--- config.mk ---
export PLATFORM = sky130hd
export DESIGN_NAME = sub_mod_pipe
export DESIGN_NICKNAME = d
export VERILOG_FILES = /design/src/rtl/sub_mod_pipe.sv
export SDC_FILE = /design/constraint.sdc
export NUM_CORES = 1
export LEC_CHECK = 0
export CORE_MARGIN = 5
export CORE_UTILIZATION = 45
export CTS_CLUSTER_DIAMETER = 200
export DETAILED_ROUTE_END_ITERATION = 10
export PLACE_DENSITY = 0.75
export SLEW_MARGIN = 20
export SYNTH_ARGS = -nofsm -noshare
export SYNTH_HDL_FRONTEND = slang
export SYNTH_SLANG_ARGS = --single-unit
--- constraint.sdc ---
create_clock -name clk -period 2.6 [get_ports clk]
set_clock_uncertainty 0.05 [all_clocks]
set_input_delay 0.52 -clock clk [delete_from_list [all_inputs] [get_ports clk]]
set_output_delay 0.52 -clock clk [all_outputs]
set_load 0.05 [all_outputs]
--- src/rtl/sub_mod_pipe.sv ---
// Streaming modular subtractor: out = (a - b) mod Q.
// The block has two registered stages and valid/ready handshakes on both sides.
// A stall at the output fills both stages and then holds off the producer.
// It never drops or reorders a sample.
// out_err marks a result whose operands were outside [0, Q).
module sub_mod_pipe #(
    parameter int          W = 24,
    parameter int unsigned Q = 12587009
) (
    input  logic         clk,
    input  logic         rst,
    input  logic         in_valid,
    output logic         in_ready,
    input  logic [W-1:0] a,
    input  logic [W-1:0] b,
    output logic         out_valid,
    input  logic         out_ready,
    output logic [W-1:0] out,
    output logic         out_err,
    output logic         busy
);

    localparam logic [W-1:0] QW = W'(Q);

    // Stage 1 state: raw difference with borrow in the MSB, plus the range flag.
    logic         s1_valid;
    logic [W:0]   diff;
    logic         err1;

    // Stage 2 state drives the outputs directly.
    logic         s2_valid;

    logic         s1_load;
    logic         s2_load;
    logic         out_fire;

    // Handshake decode.
    // in_ready depends combinationally on out_ready. A pair can enter whenever
    // a slot frees in the same cycle, so the pipeline never leaves a bubble.
    always_comb begin
        in_ready = !s1_valid || !s2_valid || out_ready;
        s1_load  = in_valid && in_ready;
        s2_load  = s1_valid && (!s2_valid || out_ready);
        out_fire = s2_valid && out_ready;
    end

    // Stage 1: take a new pair, or empty out when its sample moves on to stage 2.
    // NOTE: sequential state uses non-blocking assignments only, so every
    // register in this block samples the pre-edge values of its inputs.
    always_ff @(posedge clk) begin
        if (rst) begin
            s1_valid <= 1'b0;
            // NOTE: data registers are cleared too, so the outputs never show
            // stale values after reset. These are plain flops, not a memory.
            diff     <= '0;
            err1     <= 1'b0;
        end else if (s1_load) begin
            s1_valid <= 1'b1;
            diff     <= {1'b0, a} - {1'b0, b};
            err1     <= (a >= QW) || (b >= QW);
        end else if (s2_load) begin
            s1_valid <= 1'b0;
        end
    end

    // Stage 2: fold the borrow back into [0, Q) and hold the result until it is taken.
    always_ff @(posedge clk) begin
        if (rst) begin
            s2_valid <= 1'b0;
            out      <= '0;
            out_err  <= 1'b0;
        end else if (s2_load) begin
            s2_valid <= 1'b1;
            out      <= diff[W-1:0] + (diff[W] ? QW : '0);
            out_err  <= err1;
        end else if (out_fire) begin
            s2_valid <= 1'b0;
        end
    end

    // Status outputs.
    always_comb begin
        out_valid = s2_valid;
        busy      = s1_valid || s2_valid;
    end

endmodule

# After elaboration in Yosys (flattened, before gate mapping)
# Index checks and enable logic that the tools add are counted.
[op_classes]
addsub = 2
n_mul = 0
n_div = 0
order_cmp = 2
n_eq_ne = 0
n_shift = 0
mux = 5
n_bitwise = 0
reduce_logical = 12
[op_table]
columns = ["cell", "n"]
rows = [
  ["$ge 24x24->1 const B", 2],
  ["$sub 24x24->25", 1],
  ["$add 24x24->24", 1],
  ["$mux 24", 1],
  ["$logic_or 1x1->1", 5],
  ["$mux 1", 4],
  ["$reduce_bool 2->1", 2],
  ["$logic_and 1x1->1", 3],
  ["$logic_not 1->1", 2],
]
[totals]
regBits = 53
latchBits = 0
ramBits = 0
romBits = 0
output_inout_bits = 28
word_cells = 27
mem_count = 0

# Logic depth before layout (Yosys ltp)
[logic_depth]
depth_word = 5
ltp_mapped = 10
depth_no_buf = 10

# Worst setup path after synthesis
# No wires, ideal clock.
[synth_path]
path_type = "input -> register"
start = "input a[0]"
end = "register diff[22]"
setup_time_ns = 0.117
t_arrival_ns = 2.506
t_required_ns = 2.433
slack_ns = -0.072
path_stages = 10
path_buffers = 0
path_cell_list = "inv_1 ha_1 fa_1 nand2b_1 a21oi_4 o2111ai_4 o21a_4 o41ai_4 xor2_1 a22o_1"
[synth_between]
elab_chain_len = 1
[synth_lines]
columns = ["element", "line_no", "rtl"]
rows = [
  ["start: declaration", "14", "input logic [W-1:0] a,"],
  ["$sub 24x24->25", "59", "diff <= {1'b0, a} - {1'b0, b};"],
  ["end signal: assignment", "59", ""],
  ["end: declaration", "27", "logic [W:0] diff;"],
]
# No other way between the ends.
# A chain may end at the register's enable or synchronous reset.

# Worst setup path after layout
[layout_path]
start = "input b[10]"
end = "register diff[20]"
[layout_between]
elab_chain_len = 1
[layout_lines]
columns = ["element", "line_no", "rtl"]
rows = [
  ["start: declaration", "15", "input logic [W-1:0] b,"],
  ["$sub 24x24->25", "59", ""],
]
# No other way between the ends.

==> flow_summary.toml <==
[placement]
hpwl_um = 8230
portBuffers = 79
place.gp.congestion = 0.877

[critical_path]
end_kind = "flop"
worst_setup_path_start_kind = "primary input"
cp_data_arrival_time_ns = 2.66
cp_max_fo = 3
cp.required_ns = 2.75
r2r_slack_ns = 0.52
reg2reg_depth = 8
crit_type = "in -> reg"
rr_endpoint = "out[18]"
r2r_start = "diff[24]"

[sta]
worstMarginPinSlew_ns = 0.544
timing.final.crit_period_ns = 2.51
holdWs_ns = 0.413
slew_violations = 0
finalHoldViolCount = 0
fmax_mhz = 398
finalSetupViolations = 0
period_share_pct = 96.7
slew_headroom_pct = 63.6
rsz0062_at_grt = "true"

[yosys]
yosysTopAreaCellShare_pct = 28.5
synth_warnings = 0
netlist_instances = 472
syn_nets = 553
yosys-top-cells-area = "dfxtp_1, ha_1, a21oi_1"
synth_ff_type = "dfxtp_1"
synth.avg_cell_area_um2 = 7.88
netlist_area_um2 = 3720
synth_edf_count = 0
async_flop_share_pct = 0
yosysUniqueCellTypes = 55
yosysTopAreaCell = "dfxtp_1"
synth-seq-cells = 53
yosysSeqAreaShare_pct = 28.5

[floorplanning]
dieHeight_um = 101
io-pin-count = 80
start_util_pct = 45.7
dieArea_um2 = 10200
die_w_um = 101
std_cell_rows = 33
coreArea_um2 = 8130

[clock_network]
cts_root_buf = "clkbuf_8"
numCtsBuffers = 5
clkTransAtPathRegs_ns = 0.08
clock_latency_ns = 0.30
htreeDepth = 2
holdBufCountCts = 0
cts_sinks = 53
cts_buffer_depth = 2
cts_tree = "yes"

[routing]
wl_per_cell_um = 13.9
drtAntennaViolNets = 0
wirelength_um = 10000
vias_per_cell = 5.31
drc = 0
firstDrtPassIters = 4
vias = 3807
drtIter0Drc = 111

[worst_hold_path]
hold_depth = 2
worstHoldEndpoint = "out[22]"
hold_start = "out[22]"
hp-class = "reg -> reg"

[power_and_ir_drop]
powerDensity_nw_per_um2 = 436
p_sw_share_pct = 33.8
p_int_mw = 1.56
seq_power_share_pct = 40.1
power.switching_mw = 0.797
ir_drop_mv = 0.183
combPwrFrac_pct = 40.5
leakage_nw = 2.23
clkPwrFrac_pct = 19.4

[flow_run]
cap_violations = 0

[final_layout]
area_delta_synth_final_pct = 45.2
final_common_cell = "buf_4"
fillers = 691
final_util_pct = 66.4
num_antenna_cells = 0
drive_above_1_share_pct = 20.9
layout_common_cells = "buf_4, clkdlybuf4s50_1, dfxtp_1"
multi_input_area_um2 = 2650
seqCellArea_um2 = 1060
final_nets = 693

[global_routing]
antenna_found_initial = 0
gr-usage-all-layers_pct = 19.4
grt_pass1_wl_um = 16400
grt_overflow = 0
grt_pass1_vias = 3649
grt_max_degree = 43

[run_status]
status = "complete, no violations"
synthesized netlist by cell type, drive strengths merged, types with 2 or more instances:
master and n:
dfxtp 53, a211oi 22, xnor2 19, buf 5, or3 4, a31oi 6
nor4 11, o221a 2, o211ai 5, nand4 9, nand2 51, or2 2
o2bb2ai 2, o2111ai 3, nor2 45, clkbuf 15, ha 28, o21a 4
and2 4, and3 7, and4 3, xor2 18, o21ai 19, a21oi 42
o31ai 2, nand3 10, a22o 7, nor3b 3, nand2b 8, a311oi 2
mux2i 3, nor3 9, nor2b 6, a21o 4, inv 31
how the worst max path moves through the flow:
stage / from / endpoint / slack (ns) / cells after the start
after CTS: b[0] / diff[22] / 0.004 / 10
after floorplan: a[0] / diff[20] / 0.05 / 10
after global placement: a[0] / diff[22] / -0.51 / 11
after global routing: b[8] / diff[15] / -0.01 / 11
final: b[10] / diff[20] / 0.09 / 9
after detailed placement: a[0] / diff[20] / -0.59 / 11
per-layer routing:
metal	track usage, %	vias to the layer above	part of all wire [%]
met5	0	-	0
met4	5.83	0	1.8
met3	2.70	14	4.7
met2	33.2	100	48
met1	25.3	1722	46
li1	-	1971	-
flip-flops by register name, indices dropped and copies added, names as in the netlist:
| signal | flops |
|---|---|
| diff | 25 |
| err1 | 1 |
| out | 24 |
| out_err | 1 |
| out_valid | 1 |
| s1_valid | 1 |
cell type report:
cell class                      count  share of cell area [%]
Clock buffer                        7                    1.60
Tap cell                          105                    2.43
Sequential cell                    53                    19.6
Inverter                           31                    2.15
Timing Repair Buffer              153                    25.1
Multi-Input combinational cell    368                    49.1
stage by stage:
step / TNS, ns / std cells / setup WS, ns / power [mW] / cell area [um^2]
after CTS: 0 / 716 / 0.00425 / 2.33 / 5280
after global routing: -0.0165 / 717 / -0.00985 / 2.48 / 5400
after floorplan: 0 / 472 / 0.0490 / 1.49 / 3730
after global placement: -4.93 / 709 / -0.507 / 1.84 / 5130
after detailed placement: -5.78 / 709 / -0.587 / 1.87 / 5130
final: 0 / 717 / 0.0870 / 2.36 / 5400
repair_timing:
item | CTS | global route
hold endpoints to repair | 0 | 0
pin swaps | 10 | 11
setup endpoints to repair | 10 | 10
setup buffers | 1 | 1
gates resized for setup | 18 | 25
critical path, stage by stage:
cell and delay, ns:
clkdlybuf4s50_1 0.48, inv_1 0.05, ha_1 0.32, nand4_1 0.19, or2_2 0.36, o221a_4 0.25
o211ai_2 0.19, nor4b_2 0.07, a211o_1 0.24
cell families after synthesis:
family / Yosys count / synth area share (%)
AOI/OAI and AO/OA: 125 / 23.8
xor gates and xnor gates: 37 / 8.71
adders and majority gates: 29 / 9.95
buffers and inverters: 51 / 5.25
DFF: 53 / 28.5
muxes: 3 / 0.807
and+or+nand+nor: 174 / 23.0
power by group through the flow:
stage	logic [mW]	registers [mW]	clock network, mW
5_1_grt	1.04	0.955	0.491
6_report	0.956	0.944	0.457
2_1_floorplan	0.452	1.04	0
4_1_cts	0.924	0.944	0.461
3_5_place_dp	0.905	0.963	0
3_3_place_gp	0.886	0.959	0
No activity file was read; power rests on OpenSTA's default activity.
